File: config.mk
export PLATFORM = sky130hd
export DESIGN_NAME = fifo_in_bin_scheduler
export DESIGN_NICKNAME = d
export VERILOG_FILES = /design/src/rtl/fifo_in_bin_scheduler.sv
export SDC_FILE = /design/constraint.sdc
export NUM_CORES = 1
export LEC_CHECK = 0
export ABC_CLOCK_PERIOD_IN_PS = 2350
export BUFFER_PORTS_ARGS = -buffer_cell sky130_fd_sc_hd__buf_2
export CORE_MARGIN = 2
export CORE_UTILIZATION = 53
export DETAILED_ROUTE_END_ITERATION = 12
export PLACE_DENSITY = 0.75
export SETUP_SLACK_MARGIN = 0.1
export SLEW_MARGIN = 5
export SYNTH_ARGS = -nofsm -noshare
export SYNTH_HDL_FRONTEND = slang
export SYNTH_SLANG_ARGS = --single-unit
File: constraint.sdc
create_clock -name clk -period 2.35 [get_ports clk]
set_input_delay 0.3525 -clock clk [delete_from_list [all_inputs] [get_ports clk]]
set_output_delay 0.3525 -clock clk [all_outputs]
set_load 0.1 [all_outputs]
File: src/rtl/fifo_in_bin_scheduler.sv
// ---------------------------------------------------------------------------
// fifo_in_bin_scheduler
//
// Read-side sequencer between the input buffer FIFO and the FFT core. After
// each accepted start it pulls nPointsPerBin samples per range bin from the
// FIFO, zero-pads every bin to NFFT points and frames it as one FFT input
// frame. It repeats this for nBins bins and then pulses done.
//
// Handshakes:
//   - FIFO: fifo_rd_en is a read request that is taken whenever it is high.
//     The read data arrives with fifo_valid exactly one cycle later.
//   - FFT: fft_rfd is sampled only between frames. Once a frame has started,
//     it is streamed to the end with fft_valid qualifying each sample.
//     Gaps in fft_valid are legal.
//
// Ports:
//   clk            system clock (the FIFO runs on the same clock)
//   rst            asynchronous active-low reset
//   start          one-cycle trigger that begins a shot
//   nPointsPerBin  real samples per range bin (1..NFFT)
//   nBins          range bins per shot (>= 1)
//   fifo_empty     FIFO empty flag
//   fifo_dout      FIFO read data
//   fifo_valid     FIFO read-data valid
//   fft_rfd        FFT core ready for a new frame
//   fifo_rd_en     FIFO read enable
//   fft_data       frame sample (0 when fft_valid is low)
//   fft_valid      fft_data valid
//   fft_sof        first sample of a frame
//   fft_eof        last (NFFT-1) sample of a frame
//   bin_index      bin currently being framed
//   busy           high from an accepted start until done
//   done           one-cycle pulse after the last bin's eof
//   cfg_err        one-cycle pulse when a start is rejected
// ---------------------------------------------------------------------------
module fifo_in_bin_scheduler #(
    parameter int BIT_WIDTH = 14,
    parameter int NFFT      = 1024,
    parameter int CNT_W     = 11,
    parameter int NBIN_W    = 5
) (
    input  logic                 clk,
    input  logic                 rst,
    input  logic                 start,
    input  logic [15:0]          nPointsPerBin,
    input  logic [NBIN_W-1:0]    nBins,
    input  logic                 fifo_empty,
    input  logic [BIT_WIDTH-1:0] fifo_dout,
    input  logic                 fifo_valid,
    input  logic                 fft_rfd,
    output logic                 fifo_rd_en,
    output logic [BIT_WIDTH-1:0] fft_data,
    output logic                 fft_valid,
    output logic                 fft_sof,
    output logic                 fft_eof,
    output logic [NBIN_W-1:0]    bin_index,
    output logic                 busy,
    output logic                 done,
    output logic                 cfg_err
);

    typedef enum logic [2:0] {
        S_IDLE,
        S_WAIT_RFD,
        S_READ,
        S_PAD,
        S_FRAME_END,
        S_DONE
    } state_e;

    localparam logic [CNT_W-1:0] NFFT_C = CNT_W'(NFFT);
    localparam logic [CNT_W-1:0] LAST_C = CNT_W'(NFFT - 1);

    state_e               state_q, state_d;
    logic [CNT_W-1:0]     npts_q, npts_d;
    logic [NBIN_W-1:0]    nbins_q, nbins_d;
    logic [NBIN_W-1:0]    bin_q, bin_d;
    logic [CNT_W-1:0]     issued_q, issued_d;
    logic [CNT_W-1:0]     recv_q, recv_d;
    logic [CNT_W-1:0]     out_q, out_d;
    logic [BIT_WIDTH-1:0] data_q, data_d;
    logic                 valid_q, valid_d;
    logic                 sof_q, sof_d;
    logic                 eof_q, eof_d;
    logic                 busy_q, busy_d;
    logic                 done_q, done_d;
    logic                 cfg_err_q, cfg_err_d;

    logic cfg_bad;
    logic rd_en;
    logic take;
    logic emit;

    // nPointsPerBin is checked at full 16-bit width before it is truncated
    // into the CNT_W-bit latch.
    assign cfg_bad = (nPointsPerBin == 16'd0) || (nPointsPerBin > 16'(NFFT)) ||
                     (nBins == '0);

    // Read requests come only from registered state, so the FIFO sees a
    // glitch-free enable that depends on fifo_empty alone.
    assign rd_en = (state_q == S_READ) && !fifo_empty && (issued_q < npts_q);

    // FIFO data is accepted only while reading. Stray fifo_valid in other
    // states produces no output.
    assign take = (state_q == S_READ) && fifo_valid;
    assign emit = take || (state_q == S_PAD);

    always_comb begin
        state_d   = state_q;
        npts_d    = npts_q;
        nbins_d   = nbins_q;
        bin_d     = bin_q;
        issued_d  = issued_q;
        recv_d    = recv_q;
        out_d     = out_q;
        busy_d    = busy_q;
        done_d    = 1'b0;
        cfg_err_d = start && (state_q == S_IDLE) && cfg_bad;

        // Output sample register: real data from the FIFO or zero padding.
        // out_q is the position of the sample within the frame.
        valid_d = emit;
        data_d  = take ? fifo_dout : '0;
        sof_d   = emit && (out_q == '0);
        eof_d   = emit && (out_q == LAST_C);
        if (emit) begin
            out_d = out_q + CNT_W'(1);
        end

        case (state_q)
            S_IDLE: begin
                if (start && !cfg_bad) begin
                    state_d = S_WAIT_RFD;
                    npts_d  = nPointsPerBin[CNT_W-1:0];
                    nbins_d = nBins;
                    bin_d   = '0;
                    busy_d  = 1'b1;
                end
            end
            S_WAIT_RFD: begin
                if (fft_rfd) begin
                    state_d  = S_READ;
                    issued_d = '0;
                    recv_d   = '0;
                    out_d    = '0;
                end
            end
            S_READ: begin
                if (rd_en) begin
                    issued_d = issued_q + CNT_W'(1);
                end
                if (take) begin
                    recv_d = recv_q + CNT_W'(1);
                    // The last real sample leaves the register the next
                    // cycle. Padding therefore starts right behind it.
                    if (recv_q + CNT_W'(1) == npts_q) begin
                        state_d = (npts_q < NFFT_C) ? S_PAD : S_FRAME_END;
                    end
                end
            end
            S_PAD: begin
                if (out_q == LAST_C) begin
                    state_d = S_FRAME_END;
                end
            end
            S_FRAME_END: begin
                if (bin_q == nbins_q - NBIN_W'(1)) begin
                    state_d = S_DONE;
                end else begin
                    bin_d   = bin_q + NBIN_W'(1);
                    state_d = S_WAIT_RFD;
                end
            end
            S_DONE: begin
                busy_d  = 1'b0;
                done_d  = 1'b1;
                state_d = S_IDLE;
            end
            default: begin
                state_d = S_IDLE;
            end
        endcase
    end

    always_ff @(posedge clk or negedge rst) begin
        if (!rst) begin
            state_q   <= S_IDLE;
            npts_q    <= '0;
            nbins_q   <= '0;
            bin_q     <= '0;
            issued_q  <= '0;
            recv_q    <= '0;
            out_q     <= '0;
            data_q    <= '0;
            valid_q   <= 1'b0;
            sof_q     <= 1'b0;
            eof_q     <= 1'b0;
            busy_q    <= 1'b0;
            done_q    <= 1'b0;
            cfg_err_q <= 1'b0;
        end else begin
            state_q   <= state_d;
            npts_q    <= npts_d;
            nbins_q   <= nbins_d;
            bin_q     <= bin_d;
            issued_q  <= issued_d;
            recv_q    <= recv_d;
            out_q     <= out_d;
            data_q    <= data_d;
            valid_q   <= valid_d;
            sof_q     <= sof_d;
            eof_q     <= eof_d;
            busy_q    <= busy_d;
            done_q    <= done_d;
            cfg_err_q <= cfg_err_d;
        end
    end

    assign fifo_rd_en = rd_en;
    assign fft_data   = data_q;
    assign fft_valid  = valid_q;
    assign fft_sof    = sof_q;
    assign fft_eof    = eof_q;
    assign bin_index  = bin_q;
    assign busy       = busy_q;
    assign done       = done_q;
    assign cfg_err    = cfg_err_q;

endmodule

==> out/results.ini, run 1 <==
[synthesis]
syn-cell-area_um2=4190
ys_types=62
synth_top_area_share_pct=46.0
netlist_instances=439
yosysMostFrequentCell=dfrtp_1
ys_seq_area_share_pct=46.0
synth_edf_count=0
ys_top_cells_by_area=dfrtp_1 (46%), ha_1 (4.8%), nand2_1 (3.9%)
syn_area_per_cell_um2=9.55
synth-main-ff-cell=dfrtp_1
yosysWarnings=0
yosys-top-cells-count=dfrtp_1 (77), nand2_1 (43), nor2_1 (34)
ys_seq_elements=77
synth_top_area_cell=dfrtp_1
mappedNetlistNets=496
async_reset_ff_share_pct=100

[hold_path]
min_path_cells=3
holdCritPathClass=in -> reg
hold_start=nPointsPerBin[4]

[place]
place_congestion=0.919
dp_hpwl_um=7280
portBuffers=66

[global_route]
grt_pass1_wl_um=16500
antenna_found_initial=0
grt-ovfl-total=0
grt_max_degree=34
grt_pass1_vias=3517
grt_usage_pct=24.3

[timing]
slew_viol_final=0
finalSetupViolCount=0
relSlewSlack_pct=54.2
setup-tns-final_ps=0
hold_violations=0
period_share_pct=99.1
holdWs_ps=217
worst-slew-pin-transition_ps=685
finalCriticalPeriod_ps=2330
finClkSkew_ps=7.81
fmax_mhz=430
rsz0062_at_grt=true

[worst_setup_path]
crit_required_ps=2000
path_max_fanout=2
worstSetupStartpointType=register
arrival_ps=1980
startpoint=issued_q[8]
path_class=reg -> out
r2r-start=npts_q[2]
cp-end-kind=output port
worstRegToRegCells=9

[drt]
first_pass_iters=5
drtIter0Drc=205
vias_per_cell=5.75
vias=3689
postRouteAntennaNets=0
detail_route.wl_per_cell_um=15.9
drc=0
totalWireLength_um=10200

[layout]
final_nets=592
area_growth_pct=22.3
drive_gt1_share_pct=26.7
insertedDiodeCount=0

[run_status]
status=finished, final reports clean

[die]
dieArea_um2=8630
dieWidth_um=92.9
die_y_um=92.9
core-area_um2=7690
placementRows=32
start_util_pct=54.5
io_pins=67

[clock_network]
cts_sinks=77
clk_latency_ps=360
clk_pin_slew_ps=80
cts_made_buffers=9
cts_tree=done
cts-htree-levels=3
clk_path_buf_depth=2
cts_root_buffer=clkbuf_8

[pwr]
ir_drop_v=0.000930
power_density_nw_per_um2=1040
power.leakage_nw=2.52

[run]
drv_cap=0

logic make-up after synthesis:
kind of cell	share of synthesized area [%]
AO/OA/AOI/OAI	15.5
AND/OR/NAND/NOR	21.1
adder cells (fa/ha/maj)	4.78
flip-flops	46.0
multiplexers	1.31
XOR/XNOR	7.26
buffers and inverters	4.12
power by group:
group | leakage, nW | total, mW | switching (mW) | internal (mW)
Clock | 0.0880 | 0.903 | 0.495 | 0.407
Combinational | 1.44 | 2.59 | 1.74 | 0.854
Sequential | 1.00 | 1.82 | 0.224 | 1.59
stage by stage:
| stage | std cells | area (µm²) | utilization, % | worst slack, ps | power, mW |
|---|---|---|---|---|---|
| CTS | 637 | 5030 | 65.4 | 48.6 | 5.23 |
| global placement | 611 | 4760 | 61.9 | 119 | 4.20 |
| finish | 642 | 5120 | 66.7 | 22.2 | 5.31 |
| global route | 642 | 5120 | 66.7 | -45.4 | 5.62 |
| floorplan | 439 | 4190 | - | 182 | 3.66 |
| detailed placement | 611 | 4760 | 61.9 | 44.8 | 4.26 |
cell usage in the layout (no fill, tap or decap), types with 4 or more instances in the layout:
cell type / instances
clkbuf_8: 10
buf_2: 64
nand2_1: 43
ha_1: 14
or4_1: 4
xnor2_1: 17
nand4_1: 9
and2_1: 5
a21o_1: 4
xor2_1: 15
a21oi_1: 13
o21ai_1: 9
o31ai_1: 8
dfrtp_1: 76
nor3_1: 6
nor2_1: 32
buf_4: 36
o21ai_0: 30
inv_1: 16
and3_1: 23
o211ai_1: 4
nor4_1: 8
nand3_1: 11
nand2b_1: 5
cell type report:
class                   count  area [µm²]
fillers                   649        2560
multi-input cells         323        2160
flip-flops and latches     77        1930
repair buffers            104         652
clock buffers              10         138
well taps                 102         128
inverters                  20        80.1
clock inverters             6        38.8
worst paths after layout:
kind | slack (ps) | end
worst max register to register | 80 | issued_q[6]
worst max-delay path | 20 | fifo_rd_en
max in group asynchronous | 1280 | issued_q[7]
worst min register to register | 480 | busy
min in group asynchronous | 480 | fft_data[1]
worst min-delay path | 220 | npts_q[4]
metal layers:
layer | wire [µm] | global-route usage, %
met1 | 4350 | 29.5
met2 | 5080 | 41.9
met3 | 548 | 6.02
met4 | 201 | 8.82
met5 | 0 | 0
worst max-delay path, cell delays in order (launching register included):
cell,delay [ps]
dfrtp_1,420
ha_4,290
buf_6,90
nand4_1,190
o221ai_2,280
a21o_4,160
inv_6,40
buf_12,150
state kept, by name, indices dropped and copies added, names as in the netlist:
name,count
fft_data,14
issued_q,11
npts_q,11
out_q,11
recv_q,11
bin_index,5
nbins_q,5
state_q,3
busy,1
cfg_err,1
done,1
fft_eof,1
fft_sof,1
fft_valid,1
repair_timing:
action                                  CTS  global route
endpoints found under the hold margin    30             0
gates resized for setup                   7            12
hold buffers                              1             0
setup buffers                             9             5
endpoints found under the setup margin    4             8
pin swaps                                11             3
(Power assumes the default switching activity.)
==> inputs of run 2 (changes only) <==
--- a/config.mk
+++ b/config.mk
@@ -7,9 +7,11 @@
 export LEC_CHECK = 0
 export ABC_CLOCK_PERIOD_IN_PS = 2350
 export BUFFER_PORTS_ARGS = -buffer_cell sky130_fd_sc_hd__buf_2
+export CORE_ASPECT_RATIO = 0.9
 export CORE_MARGIN = 2
 export CORE_UTILIZATION = 53
 export DETAILED_ROUTE_END_ITERATION = 12
+export MAX_ROUTING_LAYER = met4
 export PLACE_DENSITY = 0.75
 export SETUP_SLACK_MARGIN = 0.1
 export SLEW_MARGIN = 5
==> run 2 against run 1 <==
  * The flow now finishes with violations (hold timing)
  * Register-to-register slack worse by 30 ps
  * Wire length down 4.1%
  * Sequential share of layout area up 0.076 points
  * Clock-buffer cell count up 1
  * Sequential power about the same
  * Critical endpoint is now issued_q[8]
==> out/results.ini, run 2 (same netlist as run 1, synthesis figures left out) <==
[global_route]
grt_max_degree=45
grt_usage_pct=23.9
grt-ovfl-total=0
grt_pass1_vias=3373
antenna_found_initial=0
grt_pass1_wl_um=15900

[layout]
final_common_cell=dfrtp_1
multi_input_area_um2=2180
final_nets=588
largest_reg_flops=14
fill_cells=606
drive_gt1_share_pct=27.1
register_area_um2=1930
area_growth_pct=22.2
insertedDiodeCount=0
layout_common_cells=dfrtp_1 (74), buf_2 (64), nand2_1 (43), nor2_1 (33), buf_4 (33)

[pwr]
power_density_nw_per_um2=1040
power.leakage_nw=2.50
ir_drop_v=0.00104
finalPower_mw=5.34

[die]
dieWidth_um=97.7
dieArea_um2=8630
die_y_um=88.4
placementRows=30
io_pins=67
core-area_um2=7620
start_util_pct=55.0

[worst_setup_path]
path_class=reg -> reg
worstSetupStartpointType=register
path_max_fanout=12
cp-end-kind=register
arrival_ps=2580
crit_required_ps=2630

[clock_network]
cts-htree-levels=3
cts_tree=done
clk_latency_ps=350
ctsHoldBuffers=0
clk_pin_slew_ps=80
clk_path_buf_depth=2
cts_sinks=77
cts_root_buffer=clkbuf_8
cts_made_buffers=9

[drt]
postRouteAntennaNets=0
first_pass_iters=4
drc=0
totalWireLength_um=9770
drtIter0Drc=225
detail_route.wl_per_cell_um=15.5
vias=3664
vias_per_cell=5.80

[run_status]
violations=hold timing
status=complete, but fails checks

[timing]
period_share_pct=98.0
finalSetupViolCount=0
hold_violations=2
rsz0062_at_grt=true
finalCriticalPeriod_ps=2300
relSlewSlack_pct=60.7
finClkSkew_ps=13.6
worst-slew-pin-transition_ps=589
fmax_mhz=434
slew_viol_final=0
holdWs_ps=-5.30

[place]
portBuffers=66
place_congestion=0.957
dp_hpwl_um=6980

[run]
drv_cap=0

[hold_path]
holdCritPathClass=in -> async

-- run 2: cell types whose count changed in the layout (fill, tap and decap cells not counted), sizes merged --
cell         previous run  this run
buf                   103       100
clkbuf                 10        11
clkinv                  4         3
clkinvlp                2         3
dlygate4sd3             1         0
inv                    20        19
-- run 2: worst paths after layout --
| check | start | end | slack (ps) | cells past startpoint |
|---|---|---|---|---|
| setup / recovery | npts_q[2] | issued_q[8] | 50 | 9 |
| max in group asynchronous | rst | recv_q[0] | 1760 | 2 |
| min in group clk | nPointsPerBin[6] | npts_q[6] | 220 | 3 |
| setup reg to reg | npts_q[2] | issued_q[8] | 50 | 9 |
| hold / removal | rst | recv_q[8] | -5 | 1 |
| hold reg to reg | busy | busy | 480 | 1 |
-- run 2: repair_timing --
action                     in CTS  in global routing
gates resized for setup        11                 14
setup endpoints to repair       4                  9
setup buffers                   8                  4
pin swaps                       7                  9
-- run 2: final cells by class --
cell class                      instances  share of cell area [%]
Tap cell                               96                    2.35
Clock inverter                          5                   0.709
Multi-Input combinational cell        323                    42.6
Clock buffer                           11                    2.76
Sequential cell                        77                    37.7
Timing Repair Buffer                  100                    12.3
Inverter                               20                    1.56
-- run 2: per-stage QoR --
step | instances | setup TNS, ps | area, µm² | util [%] | worst slack (ps)
6_report | 632 | 0 | 5120 | 67.2 | 47.3
5_1_grt | 632 | -68.1 | 5120 | 67.2 | -61.4
4_1_cts | 628 | 0 | 5040 | 66.1 | 82.9
3_5_place_dp | 604 | 0 | 4750 | 62.4 | 13.1
3_3_place_gp | 604 | 0 | 4750 | 62.4 | 114
2_1_floorplan | 439 | 0 | 4190 | - | 182
-- run 2: report_power, final --
part	internal, mW	leakage (nW)	switching (mW)
Combinational	0.890	1.42	1.72
Sequential	1.59	0.997	0.227
Clock	0.412	0.0815	0.495
Total	2.89	2.50	2.44
-- run 2: metal layers --
| metal | vias up | share of wire, % | global-route usage, % |
|---|---|---|---|
| li1 | 1767 | - | - |
| met1 | 1764 | 43 | 29.3 |
| met2 | 116 | 49 | 40.3 |
| met3 | 17 | 5.8 | 4.11 |
| met4 | 0 | 1.7 | 9.22 |
| met5 | - | 0 | - |
-- run 2: critical path: stages (launching register included) --
cell	delay [ps]
dfrtp_1	390
inv_2	80
ha_4	200
a21o_1	150
a31oi_1	180
o21ai_2	100
a21o_4	240
buf_4	180
or4_1	540
a21oi_2	160
==> inputs of run 3 (changes only) <==
--- a/config.mk
+++ b/config.mk
@@ -9,10 +9,9 @@
 export BUFFER_PORTS_ARGS = -buffer_cell sky130_fd_sc_hd__buf_2
 export CORE_ASPECT_RATIO = 0.9
 export CORE_MARGIN = 2
-export CORE_UTILIZATION = 53
+export CORE_UTILIZATION = 35
 export DETAILED_ROUTE_END_ITERATION = 12
 export MAX_ROUTING_LAYER = met4
-export PLACE_DENSITY = 0.75
 export SETUP_SLACK_MARGIN = 0.1
 export SLEW_MARGIN = 5
 export SYNTH_ARGS = -nofsm -noshare
==> run 3 against run 2 <==
  * The run now ends clean
  * Die area rose by 49%
  * Sequential share of layout area is 2.0 points lower
  * Critical path depth is 1 lower
  * First-iteration DRC count is 48% lower
  * Critical endpoint is now fifo_rd_en
==> out/results.ini, run 3 (same netlist as run 1, synthesis figures left out) <==
[worst_setup_path]
worstSetupStartpointType=register
crit_required_ps=2000
reg2reg_slack_ps=130
path_max_fanout=2
worstRegToRegCells=10
path_class=reg -> out
arrival_ps=1920
cp-end-kind=output port

[global_route]
grt_pass1_vias=3567
antenna_found_initial=0
grt_pass1_wl_um=17400
grt-ovfl-total=0
grt_usage_pct=17.8
grt_max_degree=45

[die]
dieArea_um2=12900
core-area_um2=11600
die_y_um=108
placementRows=37
dieWidth_um=119
io_pins=67
start_util_pct=36.2

[timing]
relSlewSlack_pct=64.8
fmax_mhz=441
finClkSkew_ps=7.41
hold_violations=0
finalSetupViolCount=0
period_share_pct=96.5
setup-tns-final_ps=0
rsz0062_at_grt=true
slew_viol_final=0
worst-slew-pin-transition_ps=525
holdWs_ps=234
finalCriticalPeriod_ps=2270
timing.final.ws_setup_ps=82.2

[drt]
vias=3597
postRouteAntennaNets=0
vias_per_cell=5.18
drtIter0Drc=118
first_pass_iters=4
detail_route.wl_per_cell_um=15.4
drc=0
totalWireLength_um=10700

[clock_network]
cts_tree=done
cts-htree-levels=3
clk_pin_slew_ps=60
cts_sinks=77
cts_made_buffers=9
cts_root_buffer=clkbuf_16
clk_latency_ps=340
clk_path_buf_depth=2

[pwr]
pwr-share-clk_pct=25.1
power.leakage_nw=2.58
seq_power_share_pct=30.8
p_int_mw=3.41
power_density_nw_per_um2=1110
finalPower_mw=5.98
switching_share_pct=42.9
netSwitchingPower_mw=2.57
p_comb_share_pct=44.1
ir_drop_v=0.000723

[layout]
final_common_cell=dfrtp_1
area_growth_pct=29.1
drive_gt1_share_pct=29.0
final_nets=590
insertedDiodeCount=0
largest_reg_flops=14
layout_common_cells=dfrtp_1 (73), buf_2 (64), nand2_1 (43), buf_4 (34), nor2_1 (32)
fill_cells=1118

[run]
drv_cap=0

[place]
portBuffers=66
dp_worst_setup_slack_ps=37.6
dp_hpwl_um=7690
place_congestion=0.864

[hold_path]
min_path_cells=3
holdCritPathClass=in -> reg

[run_status]
status=finished, final reports clean

run 3: cell types whose count changed in the layout (fill, tap and decap cells not counted), moves of 2 or more:
cell / previous run / this run
clkinvlp_4: 3 / 1
a31oi_1: 4 / 2
clkbuf_16: 0 / 9
a2111oi_1: 2 / 0
bufinv_16: 0 / 2
clkbuf_8: 10 / 0
a2111oi_2: 0 / 2
a31oi_2: 0 / 2
run 3: cell type report:
class,instances,area (µm²),share of cell area [%]
Sequential cell,77,1930,35.7
Clock buffer,9,225,4.16
Multi-Input combinational cell,323,2240,41.4
Timing Repair Buffer,102,637,11.8
Inverter,20,80.1,1.48
Clock inverter,7,98.8,1.83
Tap cell,156,195,3.61
run 3: layer usage:
metal | share of wire [%] | routed length, µm | track usage [%]
met1 | 47 | 4980 | 22.3
met2 | 48 | 5140 | 28.8
met3 | 4.4 | 467 | 3.60
met4 | 0.77 | 82 | 6.05
met5 | 0 | 0 | -
run 3: worst max-delay path, stage by stage (launching register included):
cell	delay, ps
dfrtp_1	370
inv_1	120
ha_4	220
a21o_1	160
a31oi_2	160
o21ai_2	90
a21o_4	240
clkinv_4	50
buf_12	160
run 3: what timing repair did:
action	CTS	global route
endpoints found under the hold margin	33	0
pin swaps	11	7
gates resized for setup	6	30
hold buffers	1	0
buffers inserted	8	5
gates cloned	0	0
setup endpoints to repair	4	14
run 3: final timing paths:
| kind | to | start |
|---|---|---|
| hold reg to reg | busy | busy |
| hold / removal | npts_q[6] | nPointsPerBin[6] |
| setup / recovery | fifo_rd_en | npts_q[2] |
| min in group asynchronous | recv_q[7] | rst |
| setup reg to reg | issued_q[10] | npts_q[2] |
| max in group asynchronous | issued_q[10] | rst |
run 3: power by group through the flow:
stage / Sequential (mW) / Combinational, mW / Clock [mW]
finish: 1.84 / 2.63 / 1.50
global route: 1.88 / 2.84 / 1.60
CTS: 1.84 / 2.52 / 1.54
detailed placement: 1.86 / 2.45 / 0
global placement: 1.85 / 2.41 / 0
floorplan: 2.54 / 1.13 / 0
run 3: through the flow:
step,utilization [%],instances,cell area (µm²)
after detailed placement,41.6,664,4820
after floorplan,-,439,4190
after global placement,41.6,664,4820
final,46.7,694,5410
after CTS,45.2,689,5230
after global routing,46.7,694,5410
